## config.mk

```make
export PLATFORM = sky130hd
export DESIGN_NAME = zu3_input_cond
export DESIGN_NICKNAME = d
export VERILOG_FILES = /design/src/rtl/zu3_pkg.sv /design/src/rtl/zu3_debounce.sv /design/src/rtl/zu3_input_cond.sv
export SDC_FILE = /design/constraint.sdc
export NUM_CORES = 1
export LEC_CHECK = 0
export CAP_MARGIN = 20
export CORE_ASPECT_RATIO = 0.7
export CORE_UTILIZATION = 46
export CTS_CLUSTER_SIZE = 20
export DETAILED_ROUTE_END_ITERATION = 8
export GPL_TIMING_DRIVEN = 0
export PLACE_DENSITY = 0.59
export SYNTH_ARGS = -nofsm -noshare
export SYNTH_HDL_FRONTEND = slang
export SYNTH_SLANG_ARGS = --single-unit
```

## constraint.sdc

```tcl
create_clock -name CLK_50M -period 24.5 [get_ports CLK_50M]
set_input_delay 6.125 -clock CLK_50M [delete_from_list [all_inputs] [get_ports CLK_50M]]
set_output_delay 6.125 -clock CLK_50M [all_outputs]
set_load 0.02 [all_outputs]
```

## src/rtl/zu3_pkg.sv

```systemverilog
// Shared types and defaults for the AUP-ZU3 input conditioning block.
package zu3_pkg;

    typedef enum logic [1:0] {
        HOLD = 2'd0,
        RUN  = 2'd1,
        BTN  = 2'd2
    } rst_state_t;

    localparam int unsigned CLK_HZ      = 50000000;
    localparam int unsigned DEBOUNCE_MS = 10;

    function automatic int unsigned ms_to_cycles(input int unsigned clk_hz,
                                                 input int unsigned ms);
        return (clk_hz / 1000) * ms;
    endfunction

endpackage

```

## src/rtl/zu3_debounce.sv

```systemverilog
// One input channel: 2-flop synchroniser, stability counter and accepted level.
module zu3_debounce #(
    parameter int unsigned DEBOUNCE_CYCLES = 500000
) (
    input  logic clk,
    input  logic rst_n,
    input  logic RESET_VAL,
    input  logic din,
    output logic stable,
    output logic stable_next
);

    localparam int unsigned CW = (DEBOUNCE_CYCLES > 1) ? $clog2(DEBOUNCE_CYCLES) : 1;
    localparam logic [CW-1:0] CNT_LAST = CW'(DEBOUNCE_CYCLES - 1);

    logic [1:0]    sync_q;
    logic          sync;
    logic          stable_q, stable_d;
    logic [CW-1:0] cnt_q, cnt_d;

    assign sync = sync_q[1];

    // Any sample that agrees with the accepted level restarts the count.
    always_comb begin
        stable_d = stable_q;
        cnt_d    = '0;
        if (sync != stable_q) begin
            if (cnt_q == CNT_LAST) begin
                stable_d = sync;
            end else begin
                cnt_d = cnt_q + 1'b1;
            end
        end
    end

    always_ff @(posedge clk or negedge rst_n) begin
        if (!rst_n) begin
            sync_q   <= {2{RESET_VAL}};
            stable_q <= RESET_VAL;
            cnt_q    <= '0;
        end else begin
            sync_q   <= {sync_q[0], din};
            stable_q <= stable_d;
            cnt_q    <= cnt_d;
        end
    end

    assign stable      = stable_q;
    assign stable_next = stable_d;

endmodule

```

## src/rtl/zu3_input_cond.sv

```systemverilog
// Board input conditioning: debounced buttons/switches, press pulses and emu reset sequencer.
module zu3_input_cond
    import zu3_pkg::*;
#(
    parameter int unsigned NUM_BTN           = 4,
    parameter int unsigned NUM_SW            = 8,
    parameter int unsigned DEBOUNCE_CYCLES   = ms_to_cycles(CLK_HZ, DEBOUNCE_MS),
    parameter int unsigned RESET_HOLD_CYCLES = 1024,
    parameter int unsigned RST_BTN           = 0
) (
    input  logic               CLK_50M,
    input  logic               RESET_N,
    input  logic [NUM_BTN-1:0] BUTTONS_RAW,
    input  logic [NUM_SW-1:0]  SWITCHES_RAW,
    output logic [NUM_BTN-1:0] BTN_DB,
    output logic [NUM_BTN-1:0] BTN_PRESS,
    output logic [NUM_SW-1:0]  SW_DB,
    output logic               EMU_RESET,
    output logic [1:0]         RST_STATE
);

    localparam int unsigned NCH = NUM_BTN + NUM_SW;
    localparam int unsigned HW  = (RESET_HOLD_CYCLES > 1) ? $clog2(RESET_HOLD_CYCLES) : 1;
    localparam logic [HW-1:0] HOLD_LAST = HW'(RESET_HOLD_CYCLES - 1);

    localparam logic [1:0] ST_HOLD = 2'(HOLD);
    localparam logic [1:0] ST_RUN  = 2'(RUN);
    localparam logic [1:0] ST_BTN  = 2'(BTN);

    logic [1:0]     rst_sync_q;
    logic           rst_n;
    logic [NCH-1:0] raw_all, db_all, db_next_all;
    logic [NUM_BTN-1:0] btn_db_q;
    logic [1:0]     state_q, state_d;
    logic [HW-1:0]  hold_cnt_q, hold_cnt_d;
    logic           emu_reset_q;
    logic           rst_btn;
    logic           unused_db_next;

    // Asynchronous assertion, deassertion released two clocks later.
    always_ff @(posedge CLK_50M or negedge RESET_N) begin
        if (!RESET_N) begin
            rst_sync_q <= '0;
        end else begin
            rst_sync_q <= {rst_sync_q[0], 1'b1};
        end
    end

    assign rst_n = rst_sync_q[1];

    // Buttons are inverted here so everything downstream is active-high.
    assign raw_all = {SWITCHES_RAW, ~BUTTONS_RAW};

    for (genvar i = 0; i < NCH; i++) begin : g_ch
        zu3_debounce #(
            .DEBOUNCE_CYCLES(DEBOUNCE_CYCLES)
        ) u_debounce (
            .clk        (CLK_50M),
            .rst_n      (rst_n),
            .RESET_VAL  (1'b0),
            .din        (raw_all[i]),
            .stable     (db_all[i]),
            .stable_next(db_next_all[i])
        );
    end

    assign BTN_DB    = db_all[NUM_BTN-1:0];
    assign SW_DB     = db_all[NUM_BTN +: NUM_SW];
    assign BTN_PRESS = BTN_DB & ~btn_db_q;

    // The sequencer acts on the level being committed this edge, so EMU_RESET
    // and RST_STATE change on the same clock as BTN_DB[RST_BTN].
    assign rst_btn        = db_next_all[RST_BTN];
    assign unused_db_next = ^db_next_all;

    always_comb begin
        state_d    = state_q;
        hold_cnt_d = hold_cnt_q;
        case (state_q)
            ST_HOLD: begin
                if (rst_btn) begin
                    state_d    = ST_BTN;
                    hold_cnt_d = '0;
                end else if (hold_cnt_q == HOLD_LAST) begin
                    state_d    = ST_RUN;
                    hold_cnt_d = '0;
                end else begin
                    hold_cnt_d = hold_cnt_q + 1'b1;
                end
            end
            ST_RUN: begin
                if (rst_btn) begin
                    state_d = ST_BTN;
                end
            end
            ST_BTN: begin
                hold_cnt_d = '0;
                if (!rst_btn) begin
                    state_d = ST_HOLD;
                end
            end
            default: begin
                state_d    = ST_HOLD;
                hold_cnt_d = '0;
            end
        endcase
    end

    always_ff @(posedge CLK_50M or negedge rst_n) begin
        if (!rst_n) begin
            state_q     <= ST_HOLD;
            hold_cnt_q  <= '0;
            emu_reset_q <= 1'b1;
            btn_db_q    <= '0;
        end else begin
            state_q     <= state_d;
            hold_cnt_q  <= hold_cnt_d;
            emu_reset_q <= (state_d != ST_RUN);
            btn_db_q    <= BTN_DB;
        end
    end

    assign EMU_RESET = emu_reset_q;
    assign RST_STATE = state_q;

endmodule
```

======== After elaboration in Yosys (flattened, before gate mapping) ========
Cells that the tools add are included.
storage, ports and cells
  RAM bits ................................ 0
  memory bits (read-only) ................. 0
  memories ................................ 0
  register bits after elaboration ......... 283
  bits in latches ......................... 0
  input bits .............................. 14
  output and inout bits ................... 19
operators by class
  $lt $le $gt $ge ......................... 0
  shifts and indexed selects .............. 0
  bitwise logic cells ..................... 3
  equal/unequal tests ..................... 28
  div/mod/pow operators ................... 0
  reductions and logical operators ........ 12
  add/subtract/negate cells ............... 13
  $mul .................................... 0
  muxes and demuxes ....................... 34
operators by type and width
  operator                                                                 count
  19-bit two-way mux                                                       24
  19-bit by 1-bit adder with 19-bit output, second input constant          12
  19-bit == test, second input constant                                    12
  2-bit AND reduction                                                      11
  10-bit two-way mux                                                       2
  10-bit one-hot mux with 2 select lines                                   1
  1-bit inequality test                                                    12
  10-bit by 1-bit adder with 10-bit output, second input constant          1
  10-bit == test, second input constant                                    1
  2-bit two-way mux                                                        4
  4-bit inverter                                                           2
  2-bit one-hot mux with 3 select lines                                    1
  4-bit AND                                                                1
  2-bit by 1-bit == test with 1-bit output, second input constant          1
  2-bit == test, second input constant                                     1
  2-bit logical NOT                                                        1
  1-bit two-way mux                                                        2
  2-bit by 1-bit inequality test with 1-bit output, second input constant  1

======== Depth between registers and ports, before layout ========
Gate-level depths: netlist of run 1.
  depth after elaboration ................. 6
  depth in mapped cells ................... 8
  gate-level depth less buffers ........... 6

======== Worst setup path before layout of run 1 ========
OpenSTA, ideal clock, no wires.
  path type ............................... reg2out
  start point ............................. reg g_ch[0].u_debounce.stable_q
  end point ............................... out BTN_PRESS[0]
  setup slack ............................. 17.626 ns
  data arrival time ....................... 0.749 ns
  buffers on the path ..................... 0
  required time ........................... 18.375 ns
  cell stages (with the launch flop) ...... 2
  cells stage by stage .................... dfrtp_1 -> nor2b_1
on the way
  longest elaborated chain between the ends .. 1
ends and longest elaborated chain
  what                    line                  text
  start, declared         zu3_debounce.sv:18    logic stable_q, stable_d;
  start signal, assigned  zu3_debounce.sv:43    stable_q <= stable_d;
  4-bit AND               zu3_input_cond.sv:69  assign BTN_PRESS = BTN_DB & ~btn_db_q;
  end, declared           zu3_input_cond.sv:16  output logic [NUM_BTN-1:0] BTN_PRESS,
Every way passes these cells.

======== Worst setup path after layout of run 1 ========
Same ends and word-level chain as after synthesis.

==> metrics.txt, run 1 <==
Num CTS Buffers=29; final global-route overflow total=0; Max-Cap Viols=0; main combinational cell family by area after synthesis=simple AND/OR/NAND/NOR gates; Seq cells post-synth=283; Port Buffers=32; sequential area share after synthesis=53.81%; Post-Synth XOR/XNOR Area=14.17%; post-synthesis simple-gate area fraction=25.26%; RSZ-0062 raised after global routing=false; Ant. Diodes=0; DP Worst Slack=17.15 ns; via count=8941; die area=29310 um^2; antenna viol nets, final=0; Syn Nets=1321; antenna violations before repair=0; Vert. Die Dim=143.5 um; Cell Rows=51; most common library cells after synthesis=dfrtp_1, nor2_1, xor2_1; TritonCTS Sinks=283; EDFF count, synth=0; Max clock buf depth=3; # Post-CTS Setup Buffers=0; top_reg_cell synth=dfrtp_1; Finished Cell Area=15090 um^2; Clock Latency Late Sink=0.55 ns; area of the core=27950 um^2; Worst VDD drop=0.04782 mV; # DRC=0; IO Pins=33; Setup-failing EPs final=0; HPWL after detailed placement=15240 um; largest cells by area after synthesis=dfrtp_1, nor2_1, xor2_1, xnor2_1, nand4_1; CP Data Arrival Time=1.79 ns; Yosys cell types=51; P&R area growth vs syn=14.62%; drt total wl=22850 um; share of layout cells above drive strength 1=9.190%; largest net degree at the start of global routing=62; Placed Cells=1702; asr flop ratio synth=100.0%; Crit Path Category=reg -> out; CTS tree=built; clk_skew=0.01221 ns; gr usage total=16.84%; Hold Path Class=reg -> async; Post-CTS Resized=0; Final Power=968.5 uW; # hold bufs at CTS=0; final-report hold violation count=0; Crit Path Max Fanout=5; fin cells=1753; vias in the first global route=8694; most common cell in the netlist=dfrtp_1; H-tree depth=1; compound-gate portion of the synthesized area=1.236%; Clock Tree Root=clkbuf_16; Die X=204.2 um; routability cong.=0.7883; PwrDens=64.19 nW/um^2; Pleak=0.006404 uW; first-pass GRT wire length=41610 um; fin. max-slew vios=0; Synth top area share=53.61%; first-iteration detailed-routing DRC count=444; fmax=126.3 MHz; period utilization=32.31%; clk slew on worst S/H paths=0.07 ns; Cell Area, Synth=13160 um^2; PnR worst setup slack=16.58 ns; Slew @ Worst Pin=0.7512 ns; area share of fa/ha/maj cells after synthesis=1.236%; cells after synthesis=1294; reg2reg setup slack=22.42 ns; post-synthesis mux area share=1.274%; Tmin final=7.916 ns; status=finished clean; syn_area_per_cell=10.17 um^2; Rel. slew slack=49.53%; Setup TNS=0 ns; startpoint types=flop; CP required=18.38 ns; # nets final=1389; Yosys top cell by area=dfrtp_1; TritonRoute pass-1 iters=5; detailed-route wire length per cell=13.04 um; Via-to-Cell Ratio=5.100; Ys Warns=0; starting density of the core=47.10%; Placement Cell Area=14090 um^2; Critical Path End Type=primary output
-- layout by cell type (no fill, tap or decap), types with 23 or more instances in the layout --
master	n
xor2_1	111
xnor2_1	102
clkdlybuf4s50_1	32
clkbuf_16	29
nand3_1	69
dfrtp_1	281
buf_2	23
nor2_1	271
nor3_1	38
nand2_1	77
inv_1	36
nand4_1	75
and4_1	23
-- path summary, 6_finish.rpt --
| check | start | endpoint | cells past startpoint |
|---|---|---|---|
| min in group CLK_50M | g_ch[0].u_debounce.sync_q[0]$_DFF_PN0_ | g_ch[0].u_debounce.sync_q[1]$_DFF_PN0_ | 0 |
| max in group asynchronous | RESET_N | rst_sync_q[1]$_DFF_PN0_ | 1 |
| hold / removal | rst_sync_q[1]$_DFF_PN0_ | hold_cnt_q[9]$_DFFE_PN0N_ | 0 |
| setup / recovery | g_ch[0].u_debounce.stable$_DFF_PN0_ | BTN_PRESS[0] | 2 |
| hold reg to reg | rst_sync_q[1]$_DFF_PN0_ | hold_cnt_q[9]$_DFFE_PN0N_ | 0 |
| setup reg to reg | g_ch[10].u_debounce.cnt_q[0]$_DFF_PN0_ | g_ch[10].u_debounce.cnt_q[16]$_DFF_PN0_ | 6 |
-- metal layers --
layer / GRT usage [%] / vias up / wire length, um
met3: 2.925 / 37 / 750
met2: 24.25 / 99 / 9281
li1: - / 4514 / -
met4: 3.810 / 0 / 433
met5: 0 / - / 0
met1: 26.16 / 4291 / 12390
-- final cells by class --
class                           instances  area (um^2)
Fill cell                            2470        12860
Clock buffer                           43        878.3
Buffer                                 43        257.7
Sequential cell                       283         7087
Inverter                               36        135.1
Multi-Input combinational cell        932         5688
Tap cell                              371        464.2
Timing Repair Buffer                   37        457.9
Clock inverter                          8        120.1
-- through the flow --
step	hold WS (ns)	utilization, %
2_1_floorplan	0.3312	-
3_3_place_gp	0.3312	49.91
3_5_place_dp	0.2499	50.41
4_1_cts	0.2483	53.98
5_1_grt	0.2639	53.98
6_report	0.2307	53.98
-- report_power, final --
group	switching (uW)	total [uW]	internal [uW]	leakage [uW]
clock	179	456	277	0.000488
combinational	19.7	30.9	11.3	0.00207
sequential	6.87	481	474	0.00385
total	205	968	763	0.00640
-- flip-flops by register name (all words and copies together) (netlist names) --
| register | flops |
|---|---|
| EMU_RESET | 1 |
| RST_STATE | 2 |
| btn_db_q | 4 |
| g_ch.u_debounce.cnt_q | 228 |
| g_ch.u_debounce.stable | 12 |
| g_ch.u_debounce.sync_q | 24 |
| hold_cnt_q | 10 |
| rst_sync_q | 2 |
-- logic make-up after synthesis --
| family | after synthesis |
|---|---|
| flops | 283 |
| mux | 15 |
| xor+xnor | 213 |
| buf+inv | 79 |
| fa+ha+maj | 13 |
| compound gates | 26 |
| simple gates | 664 |
| other cells | 1 |
-- critical path, cell delays in order, from the launching register on --
cell	delay, ns
dfrtp_1	0.48
nor2b_1	0.16
clkdlybuf4s50_1	0.60
(Power assumes the default switching activity.)
==> run 2: changes to the inputs <==
- PLACE_DENSITY: 0.59 -> 0.62
- clock period: 24.5 -> 7.1 ns (I/O delays scaled with it)
==> metrics.txt, run 2 (synthesis gave the netlist of run 1 again) <==
Hold Path Class=reg -> async; TritonCTS Sinks=283 (unchanged); reg2reg setup slack=5.03 ns (-17.39 ns); Port Buffers=32 (unchanged); routability cong.=0.7952 (+0.88%); Biggest register=g_ch.u_debounce.cnt_q; top layer in use=met4; Die X=204.2 um (unchanged); via count=8936 (-0.056%); most frequent cells in the layout=dfrtp_1, nor2_1, xor2_1, xnor2_1, nand2_1; Setup-failing EPs final=0 (unchanged); antenna violations before repair=0 (unchanged); slowest stage delay, CP=0.62 ns (+0.02 ns); Slowest-stage cell, CP=clkdlybuf4s50_1; R2R Path Start=g_ch[5].u_debounce.cnt_q[0]$_DFF_PN0_; RSZ-0062 raised after global routing=false; Via-to-Cell Ratio=5.106 (+0.12%); starting density of the core=47.10% (unchanged); IO Pins=33 (unchanged); Vert. Die Dim=143.5 um (unchanged); Num CTS Buffers=28 (-3.4%); # hold bufs at CTS=0 (unchanged); first-pass GRT wire length=41880 um (+0.65%); Pleak=0.006398 uW (about the same); worst setup path endpoint=BTN_PRESS[0]; share of layout cells above drive strength 1=9.137% (-0.053 points); CP Data Arrival Time=1.79 ns (about the same); Multi-input gate area=5688 um^2 (unchanged); final-report hold violation count=0 (unchanged); status=finished clean; routed wl met3=919 um (+23%); first-iteration detailed-routing DRC count=417 (-6.1%); Tmin final=3.566 ns; Slew @ Worst Pin=0.7705 ns (+0.01928 ns); Clock Latency Late Sink=0.56 ns (about the same); clk_skew=0.02713 ns (+0.01492 ns); Post-CTS Resized=0 (unchanged); Placed Cells=1701 (-0.059%); H-tree depth=1 (unchanged); Setup TNS=0 ns (unchanged); Ant. Diodes=0 (unchanged); fillcell total=2493 (+0.93%); Critical Path End Type=primary output; startpoint types=flop; drt total wl=23430 um (+2.5%); critical register-to-register path endpoint=g_ch[5].u_debounce.cnt_q[15]$_DFF_PN0_; worst path cell trace=nor2b_1 > clkdlybuf4s50_1; fin cells=1750 (-0.17%); final global-route overflow total=0 (unchanged); CTS tree=built; Max-Cap Viols=0 (unchanged); cells on worst reg2reg path=7 (+1); Final Power=3368 uW (+250%); detailed-route wire length per cell=13.39 um (+2.7%); die area=29310 um^2 (unchanged); fmax=280.4 MHz; Rel. slew slack=48.24% (-1.3 points); antenna viol nets, final=0 (unchanged); Cell Rows=51 (unchanged); CP required=5.33 ns (-13.05 ns); period utilization=50.22%; # DRC=0 (unchanged); P&R area growth vs syn=14.45%; TritonRoute pass-1 iters=5 (unchanged); largest net degree at the start of global routing=72 (+16%); vias in the first global route=8601 (-1.1%); fin. max-slew vios=0 (unchanged); HPWL after detailed placement=15400 um (+1.1%); # Post-CTS Setup Buffers=0 (unchanged); Worst VDD drop=0.1567 mV (+230%); Max clock buf depth=3 (unchanged); Largest register FFs=228 (unchanged); commonest non-fill, non-tap cell in the layout=dfrtp_1; Reg area=7087 um^2 (unchanged); Crit Path Category=reg -> out; gr usage total=17.02% (+0.19 points); Clock Tree Root=clkbuf_16; clk slew on worst S/H paths=0.06 ns (about the same); met1 wire length=12510 um (+0.95%); met2 wire length=9586 um (+3.3%); Worst Setup SP=g_ch[0].u_debounce.stable$_DFF_PN0_; # nets final=1387 (-0.14%); PwrDens=223.6 nW/um^2 (+250%); Crit Path Max Fanout=5 (unchanged); area of the core=27950 um^2 (unchanged)
-- run 2: cell count changes in the layout (fill, tap and decap cells not counted), sizes merged --
cell	delta
buf	-1
bufinv	+2
clkbuf	-6
clkinv	+3
clkinvlp	-1
-- run 2: report_power, final --
part	internal [uW]	total [uW]	switching, uW
registers	1640	1660	24.2
logic	37.1	104	67.1
clock network	974	1600	629
-- run 2: area by class of cell --
type	count	share of cell area, %
sequential	283	47.04
multi-input combinational	932	37.75
clock buffer	37	5.340
tap	371	3.081
timing repair buffer	36	2.857
buffer	43	1.711
clock inverter	12	1.320
inverter	36	0.8969
-- run 2: worst max-delay path, delay by kind of cell (launching register included) --
family / cells / cell delay [ns]
DFF: 1 / 0.44
buffers and inverters: 1 / 0.62
and+or+nand+nor: 1 / 0.17
-- run 2: how the worst min path moves through the flow --
stage	start	to	slack, ns
global route	rst_sync_q[1]$_DFF_PN0_	g_ch[0].u_debounce.stable$_DFF_PN0_	0.33
detailed placement	rst_sync_q[1]$_DFF_PN0_	RST_STATE[1]$_DFF_PN0_	0.29
global placement	rst_sync_q[0]$_DFF_PN0_	rst_sync_q[1]$_DFF_PN0_	0.33
finish	rst_sync_q[1]$_DFF_PN0_	g_ch[0].u_debounce.sync_q[0]$_DFF_PN0_	0.28
CTS	rst_sync_q[1]$_DFF_PN0_	g_ch[0].u_debounce.cnt_q[3]$_DFF_PN0_	0.30
floorplan	rst_sync_q[0]$_DFF_PN0_	rst_sync_q[1]$_DFF_PN0_	0.33
-- run 2: stage by stage --
step	hold WS, ns	util [%]	setup slack [ns]	cell area (um^2)
2_1_floorplan	0.3311	-	2.465	13170
3_3_place_gp	0.3316	49.91	0.6169	13950
3_5_place_dp	0.2938	50.31	4.129	14060
4_1_cts	0.2978	53.90	3.508	15070
5_1_grt	0.3309	53.90	3.460	15070
6_report	0.2752	53.90	3.534	15070
-- run 2: per-layer routing --
metal	vias up	GRT usage (%)
met2	117	24.48
li1	4490	-
met4	0	3.653
met1	4295	26.37
met3	34	3.265
met5	-	0
